===== src/rtl/alu_cmd_driver.sv =====
// Sequential front end for the combinational 8-bit ALU. It accepts tagged commands,
// holds the operands on the ALU for a settle window, then queues the results in order.
module alu_cmd_driver #(
    parameter int SETTLE_CYCLES = 1,
    parameter int FIFO_DEPTH    = 4
) (
    input  logic        clk,
    input  logic        rst_n,
    input  logic        soft_clear,
    input  logic        cmd_valid,
    output logic        cmd_ready,
    input  logic [2:0]  cmd_opcode,
    input  logic [7:0]  cmd_a,
    input  logic [7:0]  cmd_b,
    input  logic [3:0]  cmd_tag,
    output logic [7:0]  alu_a,
    output logic [7:0]  alu_b,
    output logic [2:0]  alu_opcode,
    output logic        alu_enable,
    input  logic [15:0] alu_result,
    output logic        rsp_valid,
    input  logic        rsp_ready,
    output logic [15:0] rsp_result,
    output logic [3:0]  rsp_tag,
    output logic [2:0]  rsp_opcode,
    output logic        rsp_div0,
    output logic        busy
);
    localparam int PTR_W = (FIFO_DEPTH > 1) ? $clog2(FIFO_DEPTH) : 1;
    localparam int CNT_W = (SETTLE_CYCLES > 1) ? $clog2(SETTLE_CYCLES) : 1;
    localparam int ENT_W = 24;
    localparam logic [CNT_W-1:0] CNT_LAST = CNT_W'(SETTLE_CYCLES - 1);
    localparam logic [PTR_W:0]   CNT_FULL = (PTR_W + 1)'(FIFO_DEPTH);

    typedef enum logic {
        S_IDLE  = 1'b0,
        S_DRIVE = 1'b1
    } state_e;

    state_e             state_q, state_d;
    logic [CNT_W-1:0]   cnt_q, cnt_d;
    logic [7:0]         a_q, a_d;
    logic [7:0]         b_q, b_d;
    logic [2:0]         op_q, op_d;
    logic [3:0]         tag_q, tag_d;
    logic               div0_q, div0_d;

    logic [ENT_W-1:0]   mem_q [FIFO_DEPTH];
    logic [ENT_W-1:0]   mem_d [FIFO_DEPTH];
    logic [PTR_W-1:0]   wr_q, wr_d;
    logic [PTR_W-1:0]   rd_q, rd_d;
    logic [PTR_W:0]     count_q, count_d;

    logic               accept;
    logic               push;
    logic               pop;
    logic [ENT_W-1:0]   head;

    // Handshakes: a transfer happens on a rising edge where valid and ready are both high;
    // valid never waits on ready, and ready depends only on registered state and soft_clear.
    assign cmd_ready = rst_n && !soft_clear && (state_q == S_IDLE) && (count_q != CNT_FULL);
    assign accept    = cmd_valid && cmd_ready;
    assign pop       = (count_q != '0) && rsp_ready;

    assign alu_a      = a_q;
    assign alu_b      = b_q;
    assign alu_opcode = op_q;
    assign alu_enable = (state_q == S_DRIVE);

    assign head       = mem_q[rd_q];
    assign rsp_valid  = (count_q != '0);
    assign rsp_result = head[23:8];
    assign rsp_tag    = head[7:4];
    assign rsp_opcode = head[3:1];
    assign rsp_div0   = head[0];
    assign busy       = (state_q != S_IDLE) || (count_q != '0);

    always_comb begin
        state_d = state_q;
        cnt_d   = cnt_q;
        a_d     = a_q;
        b_d     = b_q;
        op_d    = op_q;
        tag_d   = tag_q;
        div0_d  = div0_q;
        push    = 1'b0;

        case (state_q)
            S_IDLE: begin
                if (accept) begin
                    a_d     = cmd_a;
                    b_d     = cmd_b;
                    op_d    = cmd_opcode;
                    tag_d   = cmd_tag;
                    div0_d  = (cmd_opcode == 3'b011) && (cmd_b == 8'h00);
                    cnt_d   = '0;
                    state_d = S_DRIVE;
                end
            end
            S_DRIVE: begin
                if (cnt_q == CNT_LAST) begin
                    push    = 1'b1;
                    state_d = S_IDLE;
                end else begin
                    cnt_d = cnt_q + 1'b1;
                end
            end
            default: state_d = S_IDLE;
        endcase

        // Flush drops the in-flight command; operand registers keep their last values.
        if (soft_clear) begin
            state_d = S_IDLE;
            cnt_d   = '0;
            push    = 1'b0;
        end
    end

    always_comb begin
        mem_d   = mem_q;
        wr_d    = wr_q;
        rd_d    = rd_q;
        count_d = count_q;

        if (push) begin
            mem_d[wr_q] = {alu_result, tag_q, op_q, div0_q};
            wr_d        = wr_q + 1'b1;
        end
        if (pop) begin
            rd_d = rd_q + 1'b1;
        end
        case ({push, pop})
            2'b10:   count_d = count_q + 1'b1;
            2'b01:   count_d = count_q - 1'b1;
            default: count_d = count_q;
        endcase

        if (soft_clear) begin
            wr_d    = '0;
            rd_d    = '0;
            count_d = '0;
        end
    end

    always_ff @(posedge clk or negedge rst_n) begin
        if (!rst_n) begin
            state_q <= S_IDLE;
            cnt_q   <= '0;
            a_q     <= '0;
            b_q     <= '0;
            op_q    <= '0;
            tag_q   <= '0;
            div0_q  <= 1'b0;
            wr_q    <= '0;
            rd_q    <= '0;
            count_q <= '0;
            for (int i = 0; i < FIFO_DEPTH; i++) begin
                mem_q[i] <= '0;
            end
        end else begin
            state_q <= state_d;
            cnt_q   <= cnt_d;
            a_q     <= a_d;
            b_q     <= b_d;
            op_q    <= op_d;
            tag_q   <= tag_d;
            div0_q  <= div0_d;
            wr_q    <= wr_d;
            rd_q    <= rd_d;
            count_q <= count_d;
            mem_q   <= mem_d;
        end
    end
endmodule

===== config.mk =====
export PLATFORM = sky130hd
export DESIGN_NAME = alu_cmd_driver
export DESIGN_NICKNAME = d
export VERILOG_FILES = /design/src/rtl/alu_cmd_driver.sv
export SDC_FILE = /design/constraint.sdc
export NUM_CORES = 1
export LEC_CHECK = 0
export CAP_MARGIN = 20
export CORE_MARGIN = 8
export CORE_UTILIZATION = 34
export CTS_BUF_LIST = sky130_fd_sc_hd__clkbuf_4
export DETAILED_ROUTE_END_ITERATION = 12
export DONT_BUFFER_PORTS = 1
export GPL_TIMING_DRIVEN = 0
export PLACE_DENSITY_LB_ADDON = 0.15
export SLEW_MARGIN = 15
export SYNTH_ARGS = -nofsm -noshare
export SYNTH_HDL_FRONTEND = slang
export SYNTH_SLANG_ARGS = --single-unit

===== constraint.sdc =====
create_clock -name clk -period 2.2 [get_ports clk]
set_input_delay 0.22 -clock clk [delete_from_list [all_inputs] [get_ports clk]]
set_output_delay 0.22 -clock clk [all_outputs]
set_load 0.02 [all_outputs]

Word-level counts from Yosys, hierarchy flattened
Index checks and enable logic that the tools add are counted. Widths: inputs -> output; s select.

Word-level logic and storage cells: 68. Flip-flop bits (word level): 129. Output and inout bits: 47.

Equality and inequality tests: 5. Reductions and logical operators: 15. Bitwise operators: 3. Add/sub/neg operators: 5. Mux-type cells: 23. Order comparisons: 3.

Operators by type and width (count): $bwmux 96 (1); $mux 24 (3); $bmux 24 s2 (1); $demux 24 s2 (1); $mux 1 (9); $logic_not 8->1 (1); $mux 2 (4); $logic_and 1x1->1 (7); $ge 3x3->1 const B (2); $ne 3x3->1 const B (2); $not 2->3 (2); $pmux 3 s2 (1); $reduce_bool 3->1 (2); $add 2x1->2 const B (2); $pmux 1 s2 (2); $reduce_bool 2->1 (2); $add 3x1->3 const B (1); $eq 3x2->1 const B (1); $lt 3x1->1 const B (1); $mux 3 (1); $sub 3x1->3 const B (1); $eq 2x1->1 const B (1); $eq 2x2->1 const B (1); $reduce_and 2->1 (1); other kinds (4) (4).

Logic depth before layout (Yosys ltp)
Gate-level depths: netlist (run 1).

Word-level depth: 8. Depth in mapped cells: 8. Mapped depth without buffers: 6.

Worst setup path before layout (run 1)
No wires, ideal clock.

Path kind: register to register. Start point: reg count_q[0]. End point: reg count_q[2]. Period minus slack after synthesis: 2.053 ns. Path buffers: 0. Slack: 0.147 ns. Data required time: 2.072 ns. Arrival: 1.925 ns. Cell stages (with the launch flop): 6. Setup time: 0.128 ns. Path through: dfrtp_1 o31ai_1 nor2_1 fa_1 and3_1 o311a_2.

Word-level cells in the longest chain between the ends: 5. Elaborated cells between the ends (all ways): 9. Classes of those cells: add/sub: 2; eq/ne: 2; mux: 2; reduce/logical: 3.

Ends and longest elaborated chain: from (decl) (line 52) `logic [PTR_W:0] count_q, count_d;`; from (signal assigned) (line 170) `count_q <= count_d;`; parallel branches: the longest is 5 deep, another holds $sub 3x1->3.

Parallel ways; which one is timed is not known. A chain may end at the register's enable or synchronous reset.

Final worst setup path (run 1)
Start point: reg count_q[0]. End point: reg count_q[1].

Same word-level chain as after synthesis.

==> results.md, run 1 <==
- Max Clock Skew: 0.0116 ns
- Hold_ws: -0.614 ns
- CP Launch Type: register
- Buffers on Ports: 0
- Final Wtd Congestion: 0.679
- Hold/Removal Path Class: primary input to async pin
- R2r endpoint: count_q[1]$_DFFE_PN0P_
- First-pass GRT wire length: 20.0 mm
- CTS Root Cell: clkbuf_4
- Net Count, Synth: 392
- GR Util All Layers: 12.3%
- CP startpoint: count_q[0]$_DFFE_PN0P_
- Status: complete, but fails checks
- Total Die Area: 21100 µm²
- Ranking of synthesized cells by area: dfrtp_1 56%, mux2_2 20%, mux4_2 9.5%, mux2_4 5.0%, buf_2 1.3%
- Syn_area_per_cell: around 17 µm²
- Ant diodes: 0
- Grt ovf: 0
- Largest family of logic cells by synthesized area: multiplexers
- Final setup viols: 0
- Mapped Area: between 5000 and 6000 µm²
- CTS tree: done
- Setup crit end kind: register
- Worst-skew pair later-pin latency: 0.51 ns
- Number of nets in the layout: 451
- CORE AREA: 16500 µm²
- R2R Setup Slk: 0.09 ns
- Crit path arrival time: 2.49 ns
- I/O Pins: about 90
- Sequential element share of the synthesized area: between 50% and 60%
- Synth Area in Compound Gates: 1.21%
- Max cap viols: 0
- Layout cells sized above 1: 49.0%
- #FFs+latches synth: roughly 130
- Cts hold-fix bufs: between 40 and 50
- Synth Instances: 343
- Clk sink count: 128
- Crit path required time: around 2.6 ns
- Crit Path Max Fanout: 8
- Reg2reg start: count_q[0]$_DFFE_PN0P_
- Number of DRC markers in iteration 0: 126
- Number of global-route vias before repair: 3513
- Area growth syn-to-layout: 17.7%
- Worst slew pin tran: about 0.43 ns
- Post-Synth Simple-Gate Area: under 10%
- Pre-Repair DR Iteration Count: 4
- Slowest cell on crit path: fa_1
- Clock-pin slew on the worst setup and hold paths: 0.10 ns
- Max VDD drop: between 400 and 500 µV
- Chip height: 145 µm
- P_leak: a little over 3 nW
- Pwr dens: 1010 nW/µm²
- Initial Utilization: 34.5%
- Vias per Instance: 4.94
- Row cnt: 47
- Clock buffers created by TritonCTS: 17
- Post-Synth Adder-Cell Area: 1.24%
- RSZ-0062 raised after global routing: no
- Share of the synthesized area in the top cell type: between 50 and 60%
- Post-synthesis mux area share: 34.8%
- CP Class: register to register
- Final hold vios: 128
- Dpl cells: 563
- Vias: approximately 3100
- Initial antenna violation count: 1
- Detailed-route wire length: roughly 12 mm
- Routed length per instance: 19.4 µm
- Post-synthesis xor/xnor area fraction: 0.772%
- Reg2Reg Depth: 5
- CP endpoint: count_q[1]$_DFFE_PN0P_
- Antenna Nets Post-Route: 0
- Maximum clock frequency: 474 MHz
- Total power: about 0.0067 W
- DP HPWL: 7.95 mm
- Die width: 145 µm
- Violations in the final reports: negative hold slack
- Crit path largest cell delay: 0.51 ns
- Leading area contributor after synthesis: dfrtp_1
- Htree depth: 4
- Library cells used by synthesis: 37
- Final routed DRC violation total: 0
- Slew HR: between 70% and 80%
- Worst path cell trace: o31ai_4 > nor2_1 > fa_1 > o22ai_1 > a2111oi_0
- Tmin final: 2.11 ns
- Max clock buf depth: 2
- Largest net degree at the start of global routing: 131
- Layout Cells excl Fill: around 630
- Final period util: 96.0%
- Core Util, Final: 40.6%
- Yosys warnings: 0
- Pins Over Slew Limit: 0
[timing repair]
item | 4_1_cts | 5_1_grt
gates resized for setup | 18 | 5
buffers inserted | 0 | 0
gates cloned | 0 | 0
endpoints found under the hold margin | 222 | 128
setup endpoints to repair | 22 | 19
[power breakdown]
| group | switching, W | leakage (nW) | total [W] | internal, W |
|---|---|---|---|---|
| Combinational | 0.000904 | 1.28 | 0.00190 | 0.000991 |
| Clock | 0.000806 | 0.145 | 0.00156 | 0.000758 |
| Sequential | 0.000474 | 1.67 | 0.00326 | 0.00278 |
[worst max-delay path: cells and delay by family, from the launching register on]
kind	cells	cell delay, ns
flip-flops	1	0.50
AND/OR/NAND/NOR	1	0.11
AO/OA/AOI/OAI	3	0.86
adder cells (fa/ha/maj)	1	0.51
[layer usage]
layer  wire [µm]  track usage [%]
met1        5540             15.3
met2        5700             18.7
met3         915             5.60
met4         110             3.90
met5          13                0
[cells in the mapped netlist]
cell type,n
fa_1,1
mux2_2,101
o311a_2,1
nor3_1,1
nand2_2,4
ha_1,4
a31oi_1,1
xnor2_1,3
or3b_4,1
a21oi_1,1
nor2_1,10
and3b_2,1
xor2_1,2
buf_1,1
clkbuf_1,1
inv_1,3
o31ai_1,1
o21ai_0,3
nor4_1,1
buf_2,15
o22ai_1,1
a2111oi_0,1
and3_2,1
and3_1,2
mux2i_1,1
or2_2,1
nand2b_1,1
nor4bb_1,1
nor3b_1,1
mux2_4,19
nand4_4,1
o311ai_0,1
buf_12,2
dfrtp_1,128
mux4_2,24
or3_2,1
nor2b_1,1
[layout by cell type, fill, tap and decap left out, types with 2 or more instances in the layout]
master / n
dfrtp_2: 4
nor2_1: 10
mux2_4: 19
clkinv_2: 3
o21ai_0: 3
buf_4: 2
inv_1: 3
clkinv_1: 5
bufinv_16: 3
clkbuf_4: 18
buf_12: 4
dlygate4sd3_1: 41
nand2_2: 4
ha_1: 4
and3_1: 2
buf_2: 11
mux4_2: 24
xor2_1: 2
mux2_2: 101
dfrtp_1: 124
xnor2_1: 3
[worst min-delay path by stage]
stage / start / end / slack [ns] / cells after the start
6_report: rst_n / mem_q[41]$_DFFE_PN0P_ / -0.61 / 0
5_1_grt: rst_n / mem_q[41]$_DFFE_PN0P_ / -0.69 / 0
3_3_place_gp: rst_n / mem_q[89]$_DFFE_PN0P_ / -0.07 / 0
3_5_place_dp: rst_n / mem_q[89]$_DFFE_PN0P_ / -0.07 / 0
2_1_floorplan: rst_n / alu_a[0]$_DFFE_PN0P_ / -0.08 / 0
4_1_cts: rst_n / mem_q[19]$_DFFE_PN0P_ / -0.67 / 0
[metrics by stage]
| step | area, µm² | setup slack (ns) | TNS, ns |
|---|---|---|---|
| after global placement | 5950 | 0.0170 | 0 |
| after global routing | 6680 | 0.0139 | 0 |
| after CTS | 6660 | 0.00287 | 0 |
| after detailed placement | 5950 | -0.0431 | -0.0540 |
| final | 6680 | 0.0886 | 0 |
| after floorplan | 5670 | 0.147 | 0 |
[state kept, by name, indices dropped and copies added (netlist names)]
name,cells
count_q,3
alu_opcode,3
alu_b,8
alu_a,8
rd_q,2
div0_q,1
alu_enable,1
wr_q,2
mem_q,96
tag_q,4
[logic make-up after synthesis]
family,count (synthesis)
AND/OR/NAND/NOR,28
AO/OA/AOI/OAI,10
flip-flops,128
buffers and inverters,22
XOR/XNOR,5
adder cells (fa/ha/maj),5
multiplexers,145
[area by class of cell]
cell class | count | area [µm²]
fillers | 1524 | 9790
flip-flops and latches | 128 | 3210
multi-input cells | 193 | 2350
repair buffers | 41 | 410
well taps | 220 | 275
plain buffers | 18 | 161
clock buffers | 18 | 135
clock inverters | 11 | 124
inverters | 3 | 11.3
Note: power is estimated with default switching activity, not from simulation.
==> run 2: changes to the inputs <==
==> constraint.sdc (replaced) <==
create_clock -name clk -period 2.4 [get_ports clk]
set_input_delay 0.24 -clock clk [delete_from_list [all_inputs] [get_ports clk]]
set_output_delay 0.24 -clock clk [all_outputs]
set_load 0.02 [all_outputs]
==> results.md, run 2 (same netlist as run 1, synthesis figures left out) <==
- Commonest non-fill, non-tap cell in the layout: dfrtp_1
- Fill count: 1530
- First-pass GRT wire length: 20.0 mm
- Antenna Nets Post-Route: 0
- Final period util: 92.2%
- Chip height: about 150 µm
- Vias: 3107
- Hold_ws: -0.592 ns
- Vias per Instance: 4.92
- CP Class: register to output port
- Initial antenna violation count: 1
- Final routed DRC violation total: 0
- Clk sink count: 128
- Worst slew pin tran: 0.430 ns
- CORE AREA: ~16000 µm²
- Place WS: between 0.15 and 0.2 ns
- RSZ-0062 raised after global routing: no
- Seq pwr share: 48.8%
- CTS tree: done
- Largest register FFs: 96
- Storage cell area: roughly 3200 µm²
- Total Die Area: 21100 µm²
- Maximum clock frequency: 452 MHz
- Post-CTS Setup Bufs: 0
- CTS Root Cell: clkbuf_4
- Final worst slack: 0.187 ns
- R2R Setup Slk: 0.22 ns
- Max clock buf depth: 2
- CP Launch Type: register
- Combinational fraction of design power: 27.7%
- Routed length per instance: 19.3 µm
- Slew HR: between 70% and 80%
- Detailed-route wire length: 12.2 mm
- Htree depth: 4
- Reg2Reg Depth: 5
- Grt ovf: 0
- I/O Pins: 91
- Status: complete, but fails checks
- Switching power: between 0.0015 and 0.002 W
- Final Wtd Congestion: 0.679
- Hold/Removal Path Class: primary input to async pin
- Layout cells sized above 1: 48.1%
- Crit Path Max Fanout: 8
- GR Util All Layers: approximately an eighth
- Number of global-route vias before repair: between 3000 and 4000
- Initial Utilization: 34.5%
- Buffers on Ports: 0
- Area growth syn-to-layout: 17.0%
- P_leak: 3.10 nW
- Most frequent cells in the layout: 128 x dfrtp_1, 101 x mux2_2, 41 x dlygate4sd3_1
- Crit path arrival time: 1.97 ns
- Final setup viols: 0
- Pins Over Slew Limit: 0
- Cts hold-fix bufs: just over 40
- Number of nets in the layout: between 400 and 500
- Violations in the final reports: negative hold slack
- Row cnt: 47
- Max cap viols: 0
- Worst-skew pair later-pin latency: 0.51 ns
- Clock-pin slew on the worst setup and hold paths: approximately 0.1 ns
- Reg with most FFs: mem_q
- Max Clock Skew: 0.0115 ns
- Pwr dens: ~920 nW/µm²
- Reg2reg start: count_q[0]$_DFFE_PN0P_
- Sw Share: 32.6%
- TNS Setup: 0 ns
- Ant diodes: 0
- R2r endpoint: count_q[1]$_DFFE_PN0P_
- Die width: 145 µm
- Pre-Repair DR Iteration Count: 4
- Tmin final: approximately 2.2 ns
- Largest net degree at the start of global routing: between 100 and 150
- Number of DRC markers in iteration 0: ~120
- Final hold vios: 128
- Clock Power Share: a little under a quarter
- Multi-input logic area: about 2300 µm²
- Crit path required time: 2.16 ns
- DP HPWL: about 8 mm
- Setup crit end kind: output port
- Internal: just over 0.004 W
- Clock buffers created by TritonCTS: 17
- Max VDD drop: 415 µV
-- run 2: worst max-delay path: stages (launching register included) --
cell     delay, ns
dfrtp_1       0.49
or3_2         0.60
or2_2         0.37
-- run 2: how the worst max path moves through the flow --
stage | start | endpoint | slack (ns) | depth (start not counted)
after floorplan | count_q[0]$_DFFE_PN0P_ | count_q[2]$_DFFE_PN0P_ | 0.35 | 5
after global placement | count_q[0]$_DFFE_PN0P_ | count_q[1]$_DFFE_PN0P_ | 0.22 | 5
after detailed placement | count_q[0]$_DFFE_PN0P_ | count_q[1]$_DFFE_PN0P_ | 0.16 | 5
after CTS | rd_q[0]$_DFFE_PN0P_ | rsp_result[15] | 0.04 | 3
after global routing | count_q[0]$_DFFE_PN0P_ | busy | 0.06 | 2
final | count_q[0]$_DFFE_PN0P_ | busy | 0.19 | 2
-- run 2: repair_timing --
| action | 4_1_cts | 5_1_grt |
|---|---|---|
| resized for setup | 10 | 2 |
| pin swaps | 0 | 0 |
| hold endpoints to repair | 222 | 128 |
| endpoints found under the setup margin | 19 | 17 |
-- run 2: layout make-up --
cell class	count	area share, %
buffer	18	2.11
multi-input combinational	193	35.3
clock inverter	11	1.87
clock buffer	18	2.04
timing repair buffer	41	6.18
inverter	3	0.170
tap	220	4.15
sequential	128	48.2
-- run 2: through the flow --
step | util (%) | std cells | instance area [µm²] | power [W]
after global placement | 36.1 | 563 | 5950 | 0.00462
final | 40.3 | 632 | 6640 | 0.00609
after detailed placement | 36.1 | 563 | 5950 | 0.00467
after floorplan | - | 343 | 5670 | 0.00432
after CTS | 40.3 | 633 | 6640 | 0.00622
after global routing | 40.3 | 632 | 6640 | 0.00646
-- run 2: power groups by stage --
stage	registers, W	clock network (W)	logic, W
floorplan	0.00291	0	0.00141
global placement	0.00300	0	0.00162
detailed placement	0.00301	0	0.00165
CTS	0.00298	0.00150	0.00174
global route	0.00304	0.00160	0.00182
finish	0.00297	0.00143	0.00169
-- run 2: per-layer routing --
layer | track usage (%) | share of wire (%) | vias to the layer above
met1 | 15.3 | 45 | 1628
met3 | 5.60 | 7.8 | 10
met2 | 18.7 | 46 | 80
li1 | - | - | 1387
met4 | 3.90 | 0.84 | 2
met5 | 0 | 0.11 | -
==> run 3: changes to the inputs <==
--- a/config.mk
+++ b/config.mk
@@ -6,6 +6,9 @@
 export NUM_CORES = 1
 export LEC_CHECK = 0
 export CAP_MARGIN = 20
+export CELL_PAD_IN_SITES_DETAIL_PLACEMENT = 1
+export CELL_PAD_IN_SITES_GLOBAL_PLACEMENT = 1
+export CORE_ASPECT_RATIO = 1.5
 export CORE_MARGIN = 8
 export CORE_UTILIZATION = 34
 export CTS_BUF_LIST = sky130_fd_sc_hd__clkbuf_4
==> results.md, run 3 (same netlist as run 1, synthesis figures left out) <==
- CTS tree: done
- First-pass GRT wire length: between 20 and 25 mm
- Number of nets in the layout: 452
- Detailed-route wire length: 12.9 mm
- Number of DRC markers in iteration 0: approximately 140
- Tmin final: 2.26 ns
- Vias: 3152
- Vias per Instance: roughly 5
- Initial Utilization: 34.3%
- GR Util All Layers: a little over an eighth
- Pre-Repair DR Iteration Count: 4
- Clk sink count: 128
- Htree depth: 4
- Crit path largest cell delay: approximately 0.61 ns
- Crit path arrival time: 2.02 ns
- Crit Path Max Fanout: 8
- Area growth syn-to-layout: 16.8%
- Clock-pin slew on the worst setup and hold paths: between 0.1 and 0.15 ns
- Chip height: 174 µm
- Slowest cell on crit path: or3_2
- P_leak: 3.10 nW
- Largest net degree at the start of global routing: between 100 and 150
- Antenna Nets Post-Route: 0
- Final hold vios: 128
- CORE AREA: 16500 µm²
- Pins Over Slew Limit: 0
- Post-CTS Setup Bufs: 0
- Status: complete, but fails checks
- Commonest non-fill, non-tap cell in the layout: dfrtp_1
- Number of global-route vias before repair: 3753
- Worst-skew pair later-pin latency: 0.54 ns
- Most frequent cells in the layout: 128 x dfrtp_1, 101 x mux2_2, 41 x dlygate4sd3_1
- CTS Root Cell: clkbuf_4
- Largest register FFs: 96
- Dpl cells: 553
- Initial antenna violation count: 1
- Total Die Area: 21200 µm²
- Slew HR: 68.5%
- Clock buffers created by TritonCTS: 17
- TNS Setup: 0 ns
- Row cnt: 58
- Worst path cell trace: or3_2 > or2_2
- Die width: 121 µm
- Max Clock Skew: 0.0162 ns
- Final setup viols: 0
- Layout Cells excl Fill: 626
- I/O Pins: 91
- Worst slew pin tran: 0.473 ns
- Setup crit end kind: output port
- Maximum clock frequency: 443 MHz
- Max cap viols: 0
- CP Class: register to output port
- Pwr dens: 917 nW/µm²
- Max VDD drop: 389 µV
- Hold/Removal Path Class: primary input to async pin
- Hold_ws: -0.614 ns
- RSZ-0062 raised after global routing: no
- Cts hold-fix bufs: a little over 40
- CP Launch Type: register
- Final routed DRC violation total: 0
- Max clock buf depth: 2
- Buffers on Ports: 0
- Final period util: between 90% and 100%
- Grt ovf: 0
- Crit path required time: ~2.2 ns
- Reg with most FFs: mem_q
- Routed length per instance: slightly above 20 µm
- DP HPWL: 8.52 mm
- Final Wtd Congestion: ~0.66
- Layout cells sized above 1: 48.4%
- Violations in the final reports: negative hold slack
-- run 3: metal layers --
| metal | global-route usage [%] | vias up | part of all wire, % |
|---|---|---|---|
| met5 | 0 | - | 0 |
| met4 | 4.80 | 0 | 1.3 |
| met3 | 4.97 | 11 | 6.0 |
| met2 | 22.3 | 78 | 54 |
| met1 | 14.7 | 1676 | 39 |
| li1 | - | 1387 | - |
-- run 3: area by class of cell --
cell class	instances	area, µm²
Buffer	19	144
Tap cell	210	263
Timing Repair Buffer	41	410
Multi-Input combinational cell	193	2340
Inverter	3	11.3
Clock inverter	10	95.1
Sequential cell	128	3200
Fill cell	1677	9920
Antenna cell	1	2.50
Clock buffer	21	158
-- run 3: power breakdown --
part	internal, W	switching [W]	total (W)	leakage (nW)
registers	0.00255	0.000435	0.00298	1.68
logic	0.000866	0.000834	0.00170	1.27
clock network	0.000638	0.000756	0.00139	0.147
-- run 3: worst max-delay path: cells and delay by family (launching register included) --
kind / cells / cell delay [ns]
and+or+nand+nor: 2 / 0.99
DFF: 1 / 0.51
-- run 3: repair_timing --
| action | CTS | global route |
|---|---|---|
| hold endpoints to repair | 222 | 128 |
| setup endpoints to repair | 18 | 16 |
| gates resized for setup | 7 | 2 |
-- run 3: stage by stage --
step	cell area (µm²)	util (%)	hold slack [ns]	setup slack, ns	power, W
global placement	5940	35.9	-0.0477	0.214	0.00462
floorplan	5670	-	-0.0556	0.347	0.00432
finish	6630	40.1	-0.614	0.140	0.00608
detailed placement	5940	35.9	-0.0466	0.156	0.00468
CTS	6620	40.0	-0.669	0.000320	0.00620
global route	6630	40.1	-0.694	0.0158	0.00644
-- run 3: worst paths after layout --
| kind | cells after the start | startpoint | end | slack, ns |
|---|---|---|---|---|
| worst max-delay path | 2 | count_q[0]$_DFFE_PN0P_ | busy | 0.14 |
| worst min-delay path | 0 | rst_n | mem_q[60]$_DFFE_PN0P_ | -0.61 |
| worst max register to register | 5 | count_q[0]$_DFFE_PN0P_ | count_q[1]$_DFFE_PN0P_ | 0.26 |
| worst min register to register | 1 | mem_q[15]$_DFFE_PN0P_ | mem_q[15]$_DFFE_PN0P_ | 0.51 |
| max in group asynchronous | 0 | rst_n | mem_q[74]$_DFFE_PN0P_ | 2.83 |
| min in group clk | 2 | cmd_valid | div0_q$_DFFE_PN0P_ | 0.06 |
